<file path="src/rtl/dp_ctrl_pkg.sv">
// Shared types and encodings for the datapath control sequencer.
package dp_ctrl_pkg;

    // One state per micro-step of the multicycle instruction flow.
    typedef enum logic [4:0] {
        StRst,
        StIf1,
        StIf2,
        StUpc,
        StDec,
        StMovi,
        StGeta,
        StGetb,
        StExec,
        StWb,
        StAddr,
        StLaddr,
        StRd1,
        StRd2,
        StSgetb,
        StSpass,
        StWr,
        StHalt
    } dp_state_t;

    // Opcode field ir[15:13]
    localparam logic [2:0] OPC_LDR  = 3'b011;
    localparam logic [2:0] OPC_STR  = 3'b100;
    localparam logic [2:0] OPC_ALU  = 3'b101;
    localparam logic [2:0] OPC_MOV  = 3'b110;
    localparam logic [2:0] OPC_HALT = 3'b111;

    // Op field ir[12:11]
    localparam logic [1:0] OP_ADD  = 2'b00;
    localparam logic [1:0] OP_CMP  = 2'b01;
    localparam logic [1:0] OP_AND  = 2'b10;
    localparam logic [1:0] OP_MVN  = 2'b11;
    localparam logic [1:0] OP_MOVR = 2'b00;
    localparam logic [1:0] OP_MOVI = 2'b10;

    // Memory command encodings
    localparam logic [1:0] MEM_NONE  = 2'b00;
    localparam logic [1:0] MEM_READ  = 2'b01;
    localparam logic [1:0] MEM_WRITE = 2'b10;

    // Writeback mux select encodings
    localparam logic [1:0] VSEL_C     = 2'b00;
    localparam logic [1:0] VSEL_PC    = 2'b01;
    localparam logic [1:0] VSEL_IMM8  = 2'b10;
    localparam logic [1:0] VSEL_MDATA = 2'b11;

    // Bundle of every registered control output.
    typedef struct packed {
        logic       load_ir;
        logic       load_pc;
        logic       reset_pc;
        logic       load_addr;
        logic       addr_sel;
        logic [1:0] mem_cmd;
        logic       loada;
        logic       loadb;
        logic       loadc;
        logic       loads;
        logic       write;
        logic       asel;
        logic       bsel;
        logic       shift_ctrl;
        logic [1:0] vsel;
        logic [2:0] readnum;
        logic [2:0] writenum;
        logic [1:0] shift;
        logic [1:0] alu_op;
        logic       halted;
    } ctrl_t;

    localparam ctrl_t CTRL_RST = '{load_pc: 1'b1, reset_pc: 1'b1, default: '0};

endpackage

</file>
<file path="src/rtl/dp_decoder.sv">
// Combinational instruction field split, sign extension and class flags.
module dp_decoder
    import dp_ctrl_pkg::*;
#(
    parameter int unsigned W = 16
) (
    input  logic [W-1:0] ir,
    output logic [2:0]   rn,
    output logic [2:0]   rd,
    output logic [2:0]   rm,
    output logic [1:0]   op,
    output logic [1:0]   sh,
    output logic [W-1:0] sximm8,
    output logic [W-1:0] sximm5,
    output logic         is_movi,
    output logic         is_movr,
    output logic         is_mvn,
    output logic         is_cmp,
    output logic         is_ldr,
    output logic         is_str,
    output logic         is_halt
);

    logic [2:0] opcode;
    logic       is_alu;

    // Field split and immediate sign extension
    always_comb begin
        opcode = ir[15:13];
        op     = ir[12:11];
        rn     = ir[10:8];
        rd     = ir[7:5];
        sh     = ir[4:3];
        rm     = ir[2:0];
        sximm8 = {{(W-8){ir[7]}}, ir[7:0]};
        sximm5 = {{(W-5){ir[4]}}, ir[4:0]};
    end

    // Instruction class flags; anything not recognised is treated as HALT
    always_comb begin
        is_alu  = (opcode == OPC_ALU);
        is_movi = (opcode == OPC_MOV) && (op == OP_MOVI);
        is_movr = (opcode == OPC_MOV) && (op == OP_MOVR);
        is_mvn  = is_alu && (op == OP_MVN);
        is_cmp  = is_alu && (op == OP_CMP);
        is_ldr  = (opcode == OPC_LDR) && (op == 2'b00);
        is_str  = (opcode == OPC_STR) && (op == 2'b00);
        is_halt = !(is_alu || is_movi || is_movr || is_ldr || is_str);
    end

endmodule

</file>
<file path="src/rtl/dp_sequencer.sv">
// Multicycle control FSM driving the 16-bit datapath and memory command.
module dp_sequencer
    import dp_ctrl_pkg::*;
#(
    parameter int unsigned W = 16
) (
    input  logic         clk,
    input  logic         rst_n,
    input  logic [W-1:0] ir,
    output logic         load_ir,
    output logic         load_pc,
    output logic         reset_pc,
    output logic         load_addr,
    output logic         addr_sel,
    output logic [1:0]   mem_cmd,
    output logic         loada,
    output logic         loadb,
    output logic         loadc,
    output logic         loads,
    output logic         write,
    output logic         asel,
    output logic         bsel,
    output logic         shift_ctrl,
    output logic [1:0]   vsel,
    output logic [2:0]   readnum,
    output logic [2:0]   writenum,
    output logic [1:0]   shift,
    output logic [1:0]   ALUop,
    output logic [W-1:0] sximm8,
    output logic [W-1:0] sximm5,
    output logic         halted
);

    logic [2:0] rn, rd, rm;
    logic [1:0] op, sh;
    logic       is_movi, is_movr, is_mvn, is_cmp, is_ldr, is_str, is_halt;

    dp_state_t state_q, state_d;
    ctrl_t     ctrl_q, ctrl_d;

    dp_decoder #(
        .W(W)
    ) u_decoder (
        .ir     (ir),
        .rn     (rn),
        .rd     (rd),
        .rm     (rm),
        .op     (op),
        .sh     (sh),
        .sximm8 (sximm8),
        .sximm5 (sximm5),
        .is_movi(is_movi),
        .is_movr(is_movr),
        .is_mvn (is_mvn),
        .is_cmp (is_cmp),
        .is_ldr (is_ldr),
        .is_str (is_str),
        .is_halt(is_halt)
    );

    // Next-state selection
    always_comb begin
        state_d = state_q;
        unique case (state_q)
            StRst:   state_d = StIf1;
            StIf1:   state_d = StIf2;
            StIf2:   state_d = StUpc;
            StUpc:   state_d = StDec;
            StDec: begin
                if (is_halt)                state_d = StHalt;
                else if (is_movi)           state_d = StMovi;
                else if (is_movr || is_mvn) state_d = StGetb;
                else                        state_d = StGeta;
            end
            StMovi:  state_d = StIf1;
            StGeta:  state_d = (is_ldr || is_str) ? StAddr : StGetb;
            StGetb:  state_d = StExec;
            StExec:  state_d = is_cmp ? StIf1 : StWb;
            StWb:    state_d = StIf1;
            StAddr:  state_d = StLaddr;
            StLaddr: state_d = is_ldr ? StRd1 : StSgetb;
            StRd1:   state_d = StRd2;
            StRd2:   state_d = StIf1;
            StSgetb: state_d = StSpass;
            StSpass: state_d = StWr;
            StWr:    state_d = StIf1;
            StHalt:  state_d = StHalt;
            default: state_d = StHalt;
        endcase
    end

    // Moore output decode of the state being entered, so outputs can be registered
    always_comb begin
        ctrl_d = '0;
        unique case (state_d)
            StRst: ctrl_d = CTRL_RST;
            StIf1: begin
                ctrl_d.addr_sel = 1'b1;
                ctrl_d.mem_cmd  = MEM_READ;
            end
            StIf2: begin
                ctrl_d.addr_sel = 1'b1;
                ctrl_d.mem_cmd  = MEM_READ;
                ctrl_d.load_ir  = 1'b1;
            end
            StUpc: ctrl_d.load_pc = 1'b1;
            StDec: ctrl_d = '0;
            StMovi: begin
                ctrl_d.writenum = rn;
                ctrl_d.vsel     = VSEL_IMM8;
                ctrl_d.write    = 1'b1;
            end
            StGeta: begin
                ctrl_d.readnum = rn;
                ctrl_d.loada   = 1'b1;
            end
            StGetb: begin
                ctrl_d.readnum = rm;
                ctrl_d.loadb   = 1'b1;
            end
            StExec: begin
                ctrl_d.shift  = sh;
                ctrl_d.alu_op = is_movr ? 2'b00 : op;
                ctrl_d.asel   = is_movr || is_mvn;
                ctrl_d.loads  = is_cmp;
                ctrl_d.loadc  = !is_cmp;
            end
            StWb: begin
                ctrl_d.writenum = rd;
                ctrl_d.vsel     = VSEL_C;
                ctrl_d.write    = 1'b1;
            end
            StAddr: begin
                ctrl_d.bsel       = 1'b1;
                ctrl_d.shift_ctrl = 1'b1;
                ctrl_d.loadc      = 1'b1;
            end
            StLaddr: ctrl_d.load_addr = 1'b1;
            StRd1: ctrl_d.mem_cmd = MEM_READ;
            StRd2: begin
                ctrl_d.mem_cmd  = MEM_READ;
                ctrl_d.vsel     = VSEL_MDATA;
                ctrl_d.writenum = rd;
                ctrl_d.write    = 1'b1;
            end
            StSgetb: begin
                ctrl_d.readnum = rd;
                ctrl_d.loadb   = 1'b1;
            end
            StSpass: begin
                // A = 0 (asel) so the ALU passes the store data through unchanged
                ctrl_d.asel       = 1'b1;
                ctrl_d.shift_ctrl = 1'b1;
                ctrl_d.loadc      = 1'b1;
            end
            StWr: ctrl_d.mem_cmd = MEM_WRITE;
            StHalt: ctrl_d.halted = 1'b1;
            default: ctrl_d.halted = 1'b1;
        endcase
    end

    // State and registered outputs; reset wins from any state
    always_ff @(posedge clk) begin
        if (!rst_n) begin
            state_q <= StRst;
            ctrl_q  <= CTRL_RST;
        end else begin
            state_q <= state_d;
            ctrl_q  <= ctrl_d;
        end
    end

    // Output fan-out from the control register
    always_comb begin
        load_ir    = ctrl_q.load_ir;
        load_pc    = ctrl_q.load_pc;
        reset_pc   = ctrl_q.reset_pc;
        load_addr  = ctrl_q.load_addr;
        addr_sel   = ctrl_q.addr_sel;
        mem_cmd    = ctrl_q.mem_cmd;
        loada      = ctrl_q.loada;
        loadb      = ctrl_q.loadb;
        loadc      = ctrl_q.loadc;
        loads      = ctrl_q.loads;
        write      = ctrl_q.write;
        asel       = ctrl_q.asel;
        bsel       = ctrl_q.bsel;
        shift_ctrl = ctrl_q.shift_ctrl;
        vsel       = ctrl_q.vsel;
        readnum    = ctrl_q.readnum;
        writenum   = ctrl_q.writenum;
        shift      = ctrl_q.shift;
        ALUop      = ctrl_q.alu_op;
        halted     = ctrl_q.halted;
    end

endmodule

</file>
<file path="config.mk">
export PLATFORM = sky130hd
export DESIGN_NAME = dp_sequencer
export DESIGN_NICKNAME = d
export VERILOG_FILES = /design/src/rtl/dp_ctrl_pkg.sv /design/src/rtl/dp_decoder.sv /design/src/rtl/dp_sequencer.sv
export SDC_FILE = /design/constraint.sdc
export NUM_CORES = 1
export LEC_CHECK = 0
export CORE_UTILIZATION = 40
export DETAILED_ROUTE_END_ITERATION = 10
export DONT_BUFFER_PORTS = 1
export GPL_ROUTABILITY_DRIVEN = 0
export HOLD_SLACK_MARGIN = 0.15
export PLACE_DENSITY_LB_ADDON = 0.2
export REMOVE_ABC_BUFFERS = 1
export SYNTH_ARGS = -nofsm -noshare
export SYNTH_HDL_FRONTEND = slang
export SYNTH_SLANG_ARGS = --single-unit
export TNS_END_PERCENT = 30
</file>
<file path="constraint.sdc">
create_clock -name clk -period 5.32 [get_ports clk]
set_input_delay 0.532 -clock clk [delete_from_list [all_inputs] [get_ports clk]]
set_output_delay 0.532 -clock clk [all_outputs]
set_load 0.05 [all_outputs]
</file>
# Word level (Yosys, flattened, before mapping)
# Index checks and enable logic that the tools add are counted.
# W data, S select, Z words.
# totals
regBits	33
latchBits	0
ram_bits	0
mem_bits_ro	0
inputBits	18
out_inout_bits	60
memories	0
# classes
addsub	0
mul	0
div_mod_pow	0
magnitude_cmp	0
eq_ne	39
shifts	0
mux	24
bitwise_logic	2
reduce_logical	27
# ops
cell	count
$eq A5 B4 Y1 const B	16
$pmux W5 S13	1
$eq A5 B3 Y1 const B	8
$eq A5 B2 Y1 const B	4
$reduce_or A17 Y1	1
$mux W1	12
$eq A5 B1 Y1 const B	2
$eq A5 B5 Y1 const B	2
$logic_not A5 Y1	2
$reduce_or A2 Y1	5
$eq A3 B3 Y1 const B	3
$pmux W3 S3	1
$mux W4	2
$pmux W2 S2	2
$logic_and A1 B1 Y1	6
$logic_or A1 B1 Y1	6
$pmux W3 S2	1
$reduce_or A3 Y1	2
$mux W5	1
$reduce_or A5 Y1	1
$eq A2 B2 Y1 const B	2
$mux W2	2
$pmux W1 S2	2
$reduce_or A4 Y1	1
other kinds (6)	7

# Depth between registers and ports, before layout
# Gate-level depths: netlist of the first run.
# depth
word_depth	11
mapped_depth	8
mapped_depth_nobuf	6

# By module
# Synthesis of the first run repeated with hierarchy kept, for this count alone.
# hier_totals
hier_cells	235
area_unflattened_um2	2098.3
# by_module_without_submodules
mod	instances	cells_each	area_per_inst_um2	seq_area_each_um2
dp_sequencer	1	175	1650.3	660.6
dp_decoder	1	60	447.9	0.0

# Worst setup path after synthesis of the first run
# Ideal clock, no wire load.
# synth_timing
path_type	input port to flip-flop
from	input ir[12]
to	register ctrl_q (netlist bit readnum[0])
setup_ns	0.117
arrival_ns	1.994
t_required_ns	5.203
setup_slack_ns	3.209
path_stages	7
n_path_buf	1
path_cell_list	buf_2 -> nand4bb_4 -> o2111a_1 -> a211oi_2 -> nor2_1 -> and3_1 -> a32o_1
# synth_between
elab_chain_cells	10
# synth_rtl
element	line	rtl
start: declaration	dp_sequencer.sv:9	input logic [W-1:0] ir,
$eq A2 B2 Y1	dp_decoder.sv:42	is_movi = (opcode == OPC_MOV) && (op == OP_MOVI);
$logic_and A1 B1 Y1	dp_decoder.sv:42	
$logic_or A1 B1 Y1 (4 in a row)	dp_decoder.sv:48	is_halt = !(is_alu || is_movi || is_movr || is_ldr || is_str);
$mux W5	dp_sequencer.sv:70	if (is_halt) state_d = StHalt;
$pmux W5 S13 *	dp_sequencer.sv:64	unique case (state_q)
$eq A5 B4 Y1 or $eq A5 B3 Y1 (tied branches)	dp_sequencer.sv:95	unique case (state_d)
$pmux W3 S3 *	dp_sequencer.sv:95	
end signal: assignment	dp_sequencer.sv:169	ctrl_q <= ctrl_d;
end: declaration	dp_sequencer.sv:39	ctrl_t ctrl_q, ctrl_d;
# Mark *: on every way between the ends. The rest lies on a longest branch, timed or not.
# A chain may end at the register's enable or synchronous reset.

# Worst setup path in the final report of the first run
# layout_timing
from	register state_q[2]
to	register ctrl_q (netlist bit halted)
# layout_between
elab_chain_cells	6
# layout_rtl
element	line	rtl
start: declaration	dp_sequencer.sv:38	dp_state_t state_q, state_d;
start signal: assignment	dp_sequencer.sv:165	state_q <= StRst;
start signal: assignment	dp_sequencer.sv:168	state_q <= state_d;
$eq A5 B5 Y1 (tied with other cells)	dp_sequencer.sv:64	
$reduce_or A5 Y1 (no line)	-	
$pmux W5 S13 *	dp_sequencer.sv:64	
$eq A5 B4 Y1 (tied with other cells)	dp_sequencer.sv:95	
$reduce_or A17 Y1 (no line) *	-	
$mux W1 *	dp_sequencer.sv:95	
# Marks and branches as above.

==> qor.yml, run 1 <==
nNetsFinal: 193
yosysMostFrequentCell: "buf_4"
worstPathArrival_ps: 2610
syn_inst: 212
status: "finished, final reports clean"
final.min_clock_period_ps: 2430
drc: 0
synth-seq-cells: 33
io_buffers: 0
vias: 1368
firstDrtPassIters: 4
period_share: 0.456
relSlewSlack: 0.472
crit_type: "reg -> reg"
clock_path_buffers: 2
post-dp-hpwl_mm: 2.80
clk_pin_slew_worst_paths_ps: 60
drive_gt1_frac: 0.0909
utilization: 0.394
critPathMaxFanout: 18
synth.distinct_cells: 54
cts_max_level: 2
rsz0062_at_grt: "false"
fin_area_um2: 1730
ctsRootBufferMaster: "clkbuf_8"
internal_power_uw: 447
synth_top_area_cell: "dfxtp_1"
cts_setup_buffers: 0
grt_first_pass_wirelength_mm: 6.40
netlist.area_leader.share: 0.357
hold_class: "in -> reg"
antenna_found_initial: 0
slew_violations: 0
synth_async_sr_flop_share: 0
synth_edf_count: 0
wl_per_cell_um: 16.7
grt_pass1_vias: 1303
setup_viol: 0
synth_seq_area_share: 0.357
grtUsageTotal: 0.165
max-cap-violations: 0
core_um2: 4380
cp_num_buf_inv: 0
p_leak_nw: 0.632
p_sw_uw: 176
placed_area_um2: 1610
globalRouteOverflowTotal: 0
syn_to_final_growth_pct: -6.63
cp-end-kind: "flop"
synth_warnings: 0
synthTopCellsByCount: "buf_4, dfxtp_1, nor2_1"
cts_buffers: 5
finalSetupTns_ps: 0
worst_setup_path_start_kind: "flop"
grt_max_degree: 19
drt-vias-per-instance: 6.00
power_frac_clock: 0.380
die-width_um: 70.0
row_count: 24
final_antenna_net_count: 0
hold_buffers: 0
synthFlopType: "dfxtp_1"
hold_viol_final: 0
crit_chain: "or3b_4 > nor3_4 > o221ai_2 > and3_4 > o31a_1 > a311oi_1"
initial_core_util: 0.422
cp.required_ps: 5500
finClkSkew_ps: 9.56
crit_slowest_cell: "dfxtp_1"
ir_drop_mv: 0.112
fmax_mhz: 412
power.density_nw_per_um2: 361
syn_avg_cell_area_um2: 8.72
path_delay_family: "simple AND/OR/NAND/NOR gates"
synth_area_leaders: "dfxtp_1, buf_4, nor2_1"
clk_latency_ps: 280
cts.sinks: 33
tritoncts: "built"
diodes: 0
dieArea_um2: 4900
slowest_delay_ps: 660
totalWireLength_mm: 3.82
p_comb_frac: 0.126
p_sw_frac: 0.282
post_cts_resized: 0
drtIter0Drc: 88
worstMarginPinSlew_ps: 785
seq_power_share: 0.495
die_y_um: 70.0
io-pin-count: 78
netlist_area_um2: 1850
## per-layer routing
| layer | vias to the layer above | part of all wire | GRT usage |
|---|---|---|---|
| li1 | 646 | - | - |
| met1 | 664 | 0.44 | 0.211 |
| met2 | 47 | 0.47 | 0.234 |
| met3 | 11 | 0.052 | 0.0462 |
| met4 | 0 | 0.038 | 0.120 |
| met5 | - | 0 | 0 |
## cells by family (layout without fill, tap and decap cells)
family | Yosys count | count (layout) | share of synthesized area
and+or+nand+nor | 77 | 77 | 0.252
buffers and inverters | 55 | 19 | 0.187
DFF | 33 | 33 | 0.357
xor gates and xnor gates | 1 | 1 | 0.00474
AOI/OAI and AO/OA | 44 | 44 | 0.188
adders and majority gates | 1 | 1 | 0.00541
muxes | 1 | 1 | 0.00609
## per-stage QoR
| stage | hold WS, ps | worst slack (ps) | power [mW] | instances |
|---|---|---|---|---|
| finish | 333 | 2890 | 0.623 | 228 |
| global route | 333 | 2770 | 0.649 | 228 |
| CTS | 327 | 2920 | 0.627 | 228 |
| detailed placement | 615 | 2940 | 0.391 | 220 |
| global placement | 617 | 3090 | 0.391 | 220 |
| floorplan | 569 | 3240 | 0.373 | 168 |
## cell type report
type | instances | area [um2]
fillers | 463 | 2660
flip-flops and latches | 33 | 661
clock buffers | 7 | 86.3
well taps | 52 | 65.1
inverters | 11 | 41.3
multi-input cells | 124 | 843
clock inverters | 1 | 30.0
## state kept, by name, summed over array words and instances, names as in the netlist
signal	count
write	1
load_ir	1
ALUop	2
load_addr	1
reset_pc	1
state_q	5
shift_ctrl	1
loada	1
bsel	1
vsel	2
writenum	3
readnum	3
mem_cmd	2
asel	1
load_pc	1
shift	2
halted	1
loads	1
addr_sel	1
loadc	1
loadb	1
## final timing paths
kind | depth (start not counted) | from | endpoint | slack, ps
max reg2reg | 6 | state_q[2] | halted | 2890
min | 1 | rst_n | load_pc | 330
min reg2reg | 2 | state_q[3] | mem_cmd[1] | 700
max | 6 | state_q[2] | halted | 2890
## cells in the final DEF, fill, tap and decap left out, types with 5 or more instances in the layout
master     n
inv_1     11
dfxtp_1   33
and2_1     6
o21ai_0    7
nor3_1     5
nand2_1   11
nand2b_1   7
a21oi_1    6
clkbuf_8   6
nor2_1    16
## power groups by stage
stage / sequential, mW / clock (mW) / combinational (mW)
floorplan: 0.309 / 0 / 0.0640
global placement: 0.314 / 0 / 0.0768
detailed placement: 0.314 / 0 / 0.0774
CTS: 0.308 / 0.241 / 0.0777
global route: 0.310 / 0.251 / 0.0880
finish: 0.308 / 0.237 / 0.0782
(Power assumes the default switching activity.)
==> run 2, diff against run 1 <==
Clock period 5.32 ns to 2.3 ns, I/O delays scaled along.
==> qor.yml, run 2 (synthesis gave the netlist of run 1 again) <==
finalSetupTns_ps: 0
crit_type: "reg -> reg"
cts_setup_buffers: 0
timing.final.ws_setup_ps: 204
rr_endpoint: "loadb"
drive_gt1_frac: 0.113
ir_drop_mv: 0.265
vias: 1408
utilization: 0.432
nNetsFinal: 211
initial_core_util: 0.422
largest-register: "state_q"
p_leak_nw: 0.714
worst_setup_path_start_kind: "flop"
finClkSkew_ps: 4.46
post_cts_resized: 0
wl_met3_um: 145
syn_to_final_growth_pct: 2.30
fin_cells: 246
worstMarginPinSlew_ps: 494
clock_path_buffers: 2
cts_buffers: 5
highest_layer: "met4"
largest_reg_flops: 5
drt-vias-per-instance: 5.72
pre_cts_ws_ps: 215
clk_latency_ps: 280
final_antenna_net_count: 0
grt_pass1_vias: 1383
clk_pin_slew_worst_paths_ps: 70
mostFrequentLayoutCell: "dfxtp_1"
cts.sinks: 33
layout_common_cells: "dfxtp_1, nor2_1, dlygate4sd3_1, inv_1, nand2_1"
routed-wl-met2_mm: 1.90
status: "finished, final reports clean"
drtIter0Drc: 71
io_buffers: 0
hold_buffers: 12
p_total_mw: 1.48
power.density_nw_per_um2: 785
ctsRootBufferMaster: "clkbuf_8"
hold_viol_final: 0
startpoint: "state_q[3]"
io-pin-count: 78
core_um2: 4380
worstPathArrival_ps: 2320
firstDrtPassIters: 4
drc: 0
placed_cells: 226
final.min_clock_period_ps: 2100
wl_met1_mm: 1.80
totalWireLength_mm: 4.00
relSlewSlack: 0.667
endpoint: "loadb"
die_y_um: 70.0
cts_max_level: 2
rr_worst_depth: 6
grtUsageTotal: 0.176
die-width_um: 70.0
row_count: 24
setup_viol: 0
post-dp-hpwl_mm: 2.93
ff2ff_setup_slack_ps: 200
diodes: 0
grt_max_degree: 18
cp-end-kind: "flop"
period_share: 0.911
slew_violations: 0
grt_first_pass_wirelength_mm: 6.78
tritoncts: "built"
globalRouteOverflowTotal: 0
fmax_mhz: 477
holdCritStartpoint: "rst_n"
hold_class: "in -> reg"
cp.required_ps: 2530
critPathMaxFanout: 13
max-cap-violations: 0
antenna_found_initial: 0
rsz0062_at_grt: "false"
timing.rr.start: "state_q[3]"
dieArea_um2: 4900
wl_per_cell_um: 16.2
run 2: report_power, final:
group | switching, mW | internal [mW]
sequential | 0.0942 | 0.600
combinational | 0.128 | 0.106
clock | 0.203 | 0.353
run 2: metal layers:
layer / vias up / global-route usage
met3: 13 / 0.0433
met2: 39 / 0.269
met1: 677 / 0.220
met5: - / 0
li1: 679 / -
met4: 0 / 0.111
run 2: worst min-delay path by stage:
| stage | slack (ps) | cells after the start | end |
|---|---|---|---|
| 2_1_floorplan | 300 | 1 | load_pc |
| 3_3_place_gp | 330 | 1 | load_pc |
| 3_5_place_dp | 330 | 1 | load_pc |
| 4_1_cts | 150 | 2 | writenum[2] |
| 5_1_grt | 180 | 2 | writenum[1] |
| 6_report | 160 | 2 | writenum[0] |
run 2: cell type report:
cell class | count | area (um2)
Clock buffer | 7 | 86.3
Clock inverter | 1 | 30.0
Fill cell | 442 | 2490
Inverter | 11 | 41.3
Multi-Input combinational cell | 124 | 843
Sequential cell | 33 | 661
Tap cell | 52 | 65.1
Timing Repair Buffer | 18 | 165
run 2: per-stage QoR:
stage                     hold slack, ps  area, um2
after global placement               329       1660
after floorplan                      296       1550
after detailed placement             327       1660
final                                160       1890
after CTS                            150       1890
after global routing                 184       1890
run 2: critical path: stages (launching register included):
cell and delay (ps):
dfxtp_1 420, or3b_4 460, nor4_1 290, a2111o_1 250
inv_1 90, nor4b_1 360, o21a_1 160
